==> src/rtl/clk_div_ctrl.sv <==
// ---------------------------------------------------------------------------
// clk_div_ctrl : programmable divider controller (tick strobe + divided clock)
// Rev 1.0 : initial release
// ---------------------------------------------------------------------------
`default_nettype none

module clk_div_ctrl #(
  parameter int W       = 8,
  parameter int DEF_DIV = 3
) (
  input  logic         clk,
  input  logic         reset,
  input  logic         enable,
  input  logic         cfg_valid,
  input  logic [W-1:0] cfg_div,
  output logic         cfg_ready,
  output logic         cfg_err,
  output logic         tick,
  output logic         div_out,
  output logic         busy,
  output logic [W-1:0] active_div
);

  typedef enum logic [1:0] {
    IDLE  = 2'd0,
    RUN   = 2'd1,
    DRAIN = 2'd2
  } state_t;

  state_t         r_state, w_state_nx;
  logic [W-1:0]   r_cnt, w_cnt_nx;
  logic [W-1:0]   r_act, w_act_nx;
  logic [W-1:0]   r_pend, w_pend_nx;
  logic           r_pend_v, w_pend_v_nx;
  logic           r_err, w_err_nx;

  logic           w_busy;
  logic           w_boundary;
  logic           w_xfer;
  logic           w_good;
  logic [W:0]     w_half;

  assign w_busy     = (r_state != IDLE);
  assign w_boundary = w_busy && (r_cnt == r_act - W'(1));
  assign w_xfer     = cfg_valid && !r_pend_v;
  assign w_good     = w_xfer && (cfg_div != '0);
  assign w_half     = ({1'b0, r_act} + (W+1)'(1)) >> 1;

  always_comb begin
    w_state_nx  = r_state;
    w_cnt_nx    = r_cnt;
    w_act_nx    = r_act;
    w_pend_nx   = r_pend;
    w_pend_v_nx = r_pend_v;
    w_err_nx    = w_xfer && (cfg_div == '0);

    case (r_state)
      IDLE:    if (enable) w_state_nx = RUN;
      RUN:     if (!enable) w_state_nx = w_boundary ? IDLE : DRAIN;
      DRAIN: begin
        if (enable)          w_state_nx = RUN;
        else if (w_boundary) w_state_nx = IDLE;
      end
      default: w_state_nx = IDLE;
    endcase

    // Ratio changes only land on period edges; a ratio arriving on the edge itself bypasses pend.
    if (!w_busy) begin
      w_cnt_nx = '0;
      if (w_good) w_act_nx = cfg_div;
    end else if (w_boundary) begin
      w_cnt_nx = '0;
      if (w_good) begin
        w_act_nx = cfg_div;
      end else if (r_pend_v) begin
        w_act_nx    = r_pend;
        w_pend_v_nx = 1'b0;
      end
    end else begin
      w_cnt_nx = r_cnt + W'(1);
      if (w_good) begin
        w_pend_nx   = cfg_div;
        w_pend_v_nx = 1'b1;
      end
    end
  end

  always_ff @(posedge clk or negedge reset) begin
    if (!reset) begin
      r_state  <= IDLE;
      r_cnt    <= '0;
      r_act    <= W'(DEF_DIV);
      r_pend   <= '0;
      r_pend_v <= 1'b0;
      r_err    <= 1'b0;
    end else begin
      r_state  <= w_state_nx;
      r_cnt    <= w_cnt_nx;
      r_act    <= w_act_nx;
      r_pend   <= w_pend_nx;
      r_pend_v <= w_pend_v_nx;
      r_err    <= w_err_nx;
    end
  end

  assign cfg_ready  = !r_pend_v;
  assign cfg_err    = r_err;
  assign busy       = w_busy;
  assign tick       = w_boundary;
  assign div_out    = w_busy && ({1'b0, r_cnt} < w_half);
  assign active_div = r_act;

endmodule

`default_nettype wire

==> config.mk <==
export PLATFORM = sky130hd
export DESIGN_NAME = clk_div_ctrl
export DESIGN_NICKNAME = d
export VERILOG_FILES = /design/src/rtl/clk_div_ctrl.sv
export SDC_FILE = /design/constraint.sdc
export NUM_CORES = 1
export LEC_CHECK = 0
export CORE_MARGIN = 3
export CORE_UTILIZATION = 42
export CTS_CLUSTER_SIZE = 10
export DETAILED_ROUTE_END_ITERATION = 10
export PLACE_DENSITY_LB_ADDON = 0.1
export SLEW_MARGIN = 20
export SYNTH_ARGS = -nofsm -noshare
export SYNTH_HDL_FRONTEND = slang
export SYNTH_SLANG_ARGS = --single-unit
export TNS_END_PERCENT = 10
==> constraint.sdc <==
create_clock -name clk -period 4.34 [get_ports clk]
set_clock_uncertainty 0.05 [all_clocks]
set_input_delay 0.868 -clock clk [delete_from_list [all_inputs] [get_ports clk]]
set_output_delay 0.868 -clock clk [all_outputs]
set_load 0.02 [all_outputs]
; Word-level counts from Yosys, hierarchy flattened
; Cells that the tools add are included.
[totals]
output_inout_bits = 13
in_bits = 12
word_cells = 52
register_bits = 28
[op_classes]
n_mux = 16
eq_ne = 9
bitwise = 1
n_reduce_logical = 16
add_sub_neg = 3
n_lt_le_gt_ge = 1
[op_table]
columns = operator, n
row1 = two-way mux 8 bit, 7
row2 = AND reduction 3 bit, 4
row3 = two-way mux 2 bit, 5
row4 = "adder 8 x 1 -> 9 bit, second input constant", 1
row5 = "adder 8 x 1 -> 8 bit, second input constant", 1
row6 = == test 8 bit, 1
row7 = zero test 8 bit, 1
row8 = less-than comparator 8 bit, 1
row9 = nonzero test 8 bit, 1
row10 = "subtractor 8 x 1 -> 8 bit, second input constant", 1
row11 = "!= test 2 bit, second input constant", 3
row12 = case mux 2 bit (3 select lines), 1
row13 = nonzero test 2 bit, 3
row14 = logical AND 1 bit, 5
row15 = two-way mux 1 bit, 3
row16 = "!= test 3 x 2 -> 1 bit, second input constant", 1
row17 = "!= test 3 bit, second input constant", 1
row18 = "== test 2 x 1 -> 1 bit, second input constant", 1
row19 = "== test 2 bit, second input constant", 1
row20 = zero test 2 bit, 1
row21 = "!= test 2 x 1 -> 1 bit, second input constant", 1
row22 = zero test 1 bit, 1
row23 = NOT 1 bit, 1

; Depth between registers and ports, before layout
[logic_depth]
word_depth = 6
ltp_mapped = 11
depth_no_buf = 8

; Least setup slack after synthesis
; Ideal clock, no wire load.
[synth_timing]
path_type = register to output
start = register r_act[0] (netlist: active_div[0])
end = output tick
stages_incl_launch_ff = 11
slack_ns = 0.753
arrival_time_ns = 2.669
cell_sequence = dfstp_2 > clkbuf_1 > inv_1 > ha_1 > clkbuf_1 > xor2_1 > nor2_1 > a211o_1 > nand4_1 > clkbuf_1 > nor3_1
[synth_via]
elab_chain_cells = 3
[synth_lines]
columns = element, line_no
row1 = "start, declared", 32  ; logic [W-1:0] r_act, w_act_nx;
row2 = "start signal, assigned", 92  ; r_act <= W'(DEF_DIV);
row3 = "start signal, assigned", 99  ; r_act <= w_act_nx;
row4 = subtractor 8 x 1 -> 8 bit, 44  ; assign w_boundary = w_busy && (r_cnt == r_act - W'(1));
row5 = == test 8 bit, 44
row6 = logical AND 1 bit, 44
row7 = "end, declared", 18  ; output logic tick,
; Every way passes these cells.

; Final worst setup path
[layout_timing]
start = register r_act[2] (netlist: active_div[2])
end = output tick
; Same word-level chain as after synthesis.

==> flow_summary.json <==
{
  "antenna_left": 0,
  "rows": 24,
  "ys_warn_count": 0,
  "cts_tree": "done",
  "cp.arrival_ns": 3.07,
  "root_buffer": "clkbuf_8",
  "grt_start_max_net_pins": 29,
  "ys_top_cells_by_area": "dfrtp_1, ha_1, mux2_4",
  "ctsHtreeMaxLevel": 1,
  "met2_usage_pct": 27.1,
  "peakVddDrop_v": 0.000527,
  "ys_seq_area_share_pct": 35.5,
  "clkLatencyLatePin_ns": 0.28,
  "tns_ns": 0,
  "p_comb_share_pct": 54.0,
  "post_cts_buffers": 0,
  "power_leakage_nw": 0.976,
  "syn_inst": 209,
  "start_util_pct": 44.5,
  "io_pins": 25,
  "slew_viol_final": 0,
  "drive_gt1_share_pct": 10.6,
  "critPathRequiredTime_ns": 3.42,
  "nets": 250,
  "fmax_mhz": 250,
  "p_int_mw": 0.889,
  "routed_via_density": 6.02,
  "cp-end-kind": "output pin",
  "clk_path_buf_depth": 2,
  "postCtsHoldBufs": 0,
  "gr-total-overflow": 0,
  "tightestPinTransition_ns": 0.688,
  "drcViolationCount": 0,
  "switchingPower_mw": 0.673,
  "area_growth_pct": 17.3,
  "antenna_found_initial": 0,
  "die_h_um": 74.6,
  "routabilityCongestion": 0.799,
  "seqPwrFrac_pct": 32.5,
  "status": "finished clean",
  "clkPwrFrac_pct": 13.5,
  "cp_max_fo": 15,
  "cap_viol_max_count": 0,
  "die-area_um2": 5570,
  "fin_crit_ns": 3.99,
  "met3_usage_pct": 3.20,
  "r2r_slack_ns": 1.50,
  "grt_usage_pct": 18.2,
  "crit_type": "flip-flop to output pin",
  "ctsResizeCount": 0,
  "synth_area_leader_cell": "dfrtp_1",
  "grt_pass1_wl_um": 7910,
  "cts_made_buffers": 3,
  "avgSynthCellArea_um2": 9.46,
  "layout.cells.non_filler": 279,
  "wirelength_um": 4730,
  "hold_slack_ns": 0.474,
  "antennaDiodeCount": 0,
  "grt_setup_unrepaired": "no",
  "grt_pass1_vias": 1564,
  "swShare_pct": 43.1,
  "syn_area_um2": 1980,
  "clkTransAtPathRegs_ns": 0.10,
  "hpwl_um": 3460,
  "powerDensity_nw_per_um2": 673,
  "portBuffers": 24,
  "synth.distinct_cells": 44,
  "finalSetupViolations": 0,
  "cts_sinks": 28,
  "fin_crit_sh_pct": 92.0,
  "busiest_layer": "met1",
  "post_drt_wl_per_cell_um": 16.9,
  "core_region_area_um2": 4440,
  "slew-limit-headroom_pct": 54.1,
  "vias": 1679,
  "placed_cells": 275,
  "finalHoldViolCount": 0,
  "synth-seq-cells": 28,
  "drtPass1Iterations": 4,
  "hold_path.class": "flip-flop to flip-flop",
  "drt_iter0_markers": 77,
  "synth_fp_nets": 231,
  "start_kind": "flip-flop",
  "yosysTopAreaCellShare_pct": 32.9,
  "met1_usage_pct": 28.2,
  "fp.dieW_um": 74.6
}
cells by family (layout without fill, tap and decap cells):
kind of cell	Yosys count	after routing	share of synthesized area, %
AND/OR/NAND/NOR	66	66	15.7
AO/OA/AOI/OAI	52	52	21.1
flip-flops	28	28	35.5
XOR/XNOR	23	23	10.2
buffers and inverters	21	39	4.55
adder cells (fa/ha/maj)	10	10	6.33
multiplexers	9	9	6.58
synth_stat cells, drive strengths merged:
| master | n |
|---|---|
| nand3 | 15 |
| ha | 10 |
| xnor2 | 10 |
| nand2 | 15 |
| nand2b | 1 |
| o32ai | 4 |
| a21boi | 1 |
| o211ai | 1 |
| a31oi | 1 |
| inv | 7 |
| a22oi | 4 |
| o21bai | 2 |
| clkbuf | 10 |
| buf | 4 |
| nor2 | 16 |
| dfrtp | 26 |
| a211oi | 1 |
| a211o | 4 |
| a21o | 2 |
| nor3 | 6 |
| xor2 | 13 |
| or3 | 1 |
| o311ai | 2 |
| mux2i | 1 |
| a32oi | 6 |
| a31o | 4 |
| a21oi | 6 |
| nor4 | 5 |
| dfstp | 2 |
| or4 | 1 |
| o21ai | 8 |
| and3 | 2 |
| nand4 | 3 |
| mux2 | 8 |
| o2111ai | 1 |
| o31ai | 1 |
| a311o | 2 |
| a2111o | 2 |
| nor2b | 1 |
cell usage in the layout (no fill, tap or decap), drive strengths merged, types with 2 or more instances in the layout:
cell type / Yosys / final
a2111o: 2 / 2
a211o: 4 / 4
a21o: 2 / 2
a21oi: 6 / 6
a22oi: 4 / 4
a311o: 2 / 2
a31o: 4 / 4
a32oi: 6 / 6
and3: 2 / 2
buf: 4 / 4
clkbuf: 10 / 3
clkdlybuf4s50: 0 / 24
dfrtp: 26 / 26
dfstp: 2 / 2
ha: 10 / 10
inv: 7 / 7
mux2: 8 / 8
nand2: 15 / 15
nand3: 15 / 15
nand4: 3 / 3
nor2: 16 / 16
nor3: 6 / 6
nor4: 5 / 5
o21ai: 8 / 8
o21bai: 2 / 2
o311ai: 2 / 2
o32ai: 4 / 4
xnor2: 10 / 10
xor2: 13 / 13
path summary, 6_finish.rpt:
kind,endpoint,from,cells past startpoint
max reg2reg,r_pend[3],active_div[2],6
min,r_pend[3],r_pend[3],1
min in group asynchronous,r_state[0],reset,2
max in group asynchronous,active_div[1],reset,2
max,tick,active_div[2],6
min reg2reg,r_pend[3],r_pend[3],1
layer usage:
metal	up-vias	routed length, um
met5	-	0
met1	822	2290
met2	49	2150
met4	0	31
li1	804	-
met3	4	257
power by group through the flow:
stage	Combinational, mW	Clock, mW	Sequential [mW]
2_1_floorplan	0.642	0	0.472
3_3_place_gp	0.824	0	0.505
3_5_place_dp	0.838	0	0.511
4_1_cts	0.846	0.216	0.506
5_1_grt	0.941	0.226	0.525
6_report	0.843	0.211	0.508
worst max-delay path, stage by stage, from the launching register on:
cell and delay, ns:
dfrtp_1 0.56, or4_1 0.60, or3_1 0.34, a21oi_2 0.16, o21ai_2 0.21, nor3_1 0.27
clkdlybuf4s50_1 0.66
state kept, by name, indices dropped and copies added (netlist names):
| register | cells |
|---|---|
| r_cnt | 8 |
| r_pend_v | 1 |
| cfg_err | 1 |
| r_state | 2 |
| active_div | 8 |
| r_pend | 8 |
layout make-up:
type	count	area [um^2]
well taps	52	65.1
repair buffers	28	270
multi-input cells	160	1180
inverters	7	26.3
clock buffers	3	41.3
fillers	420	2120
clock inverters	1	30.0
flip-flops and latches	28	703
metrics by stage:
stage                     setup WS (ns)  area, um^2  util [%]  total power, mW
after CTS                         0.349        2320      52.2             1.57
final                             0.348        2320      52.2             1.56
after floorplan                   0.753        1980         -             1.11
after global routing              0.111        2320      52.2             1.69
after detailed placement          0.662        2250      50.6             1.35
after global placement            0.757        2250      50.6             1.33
Power figures use the tool's default switching activity.
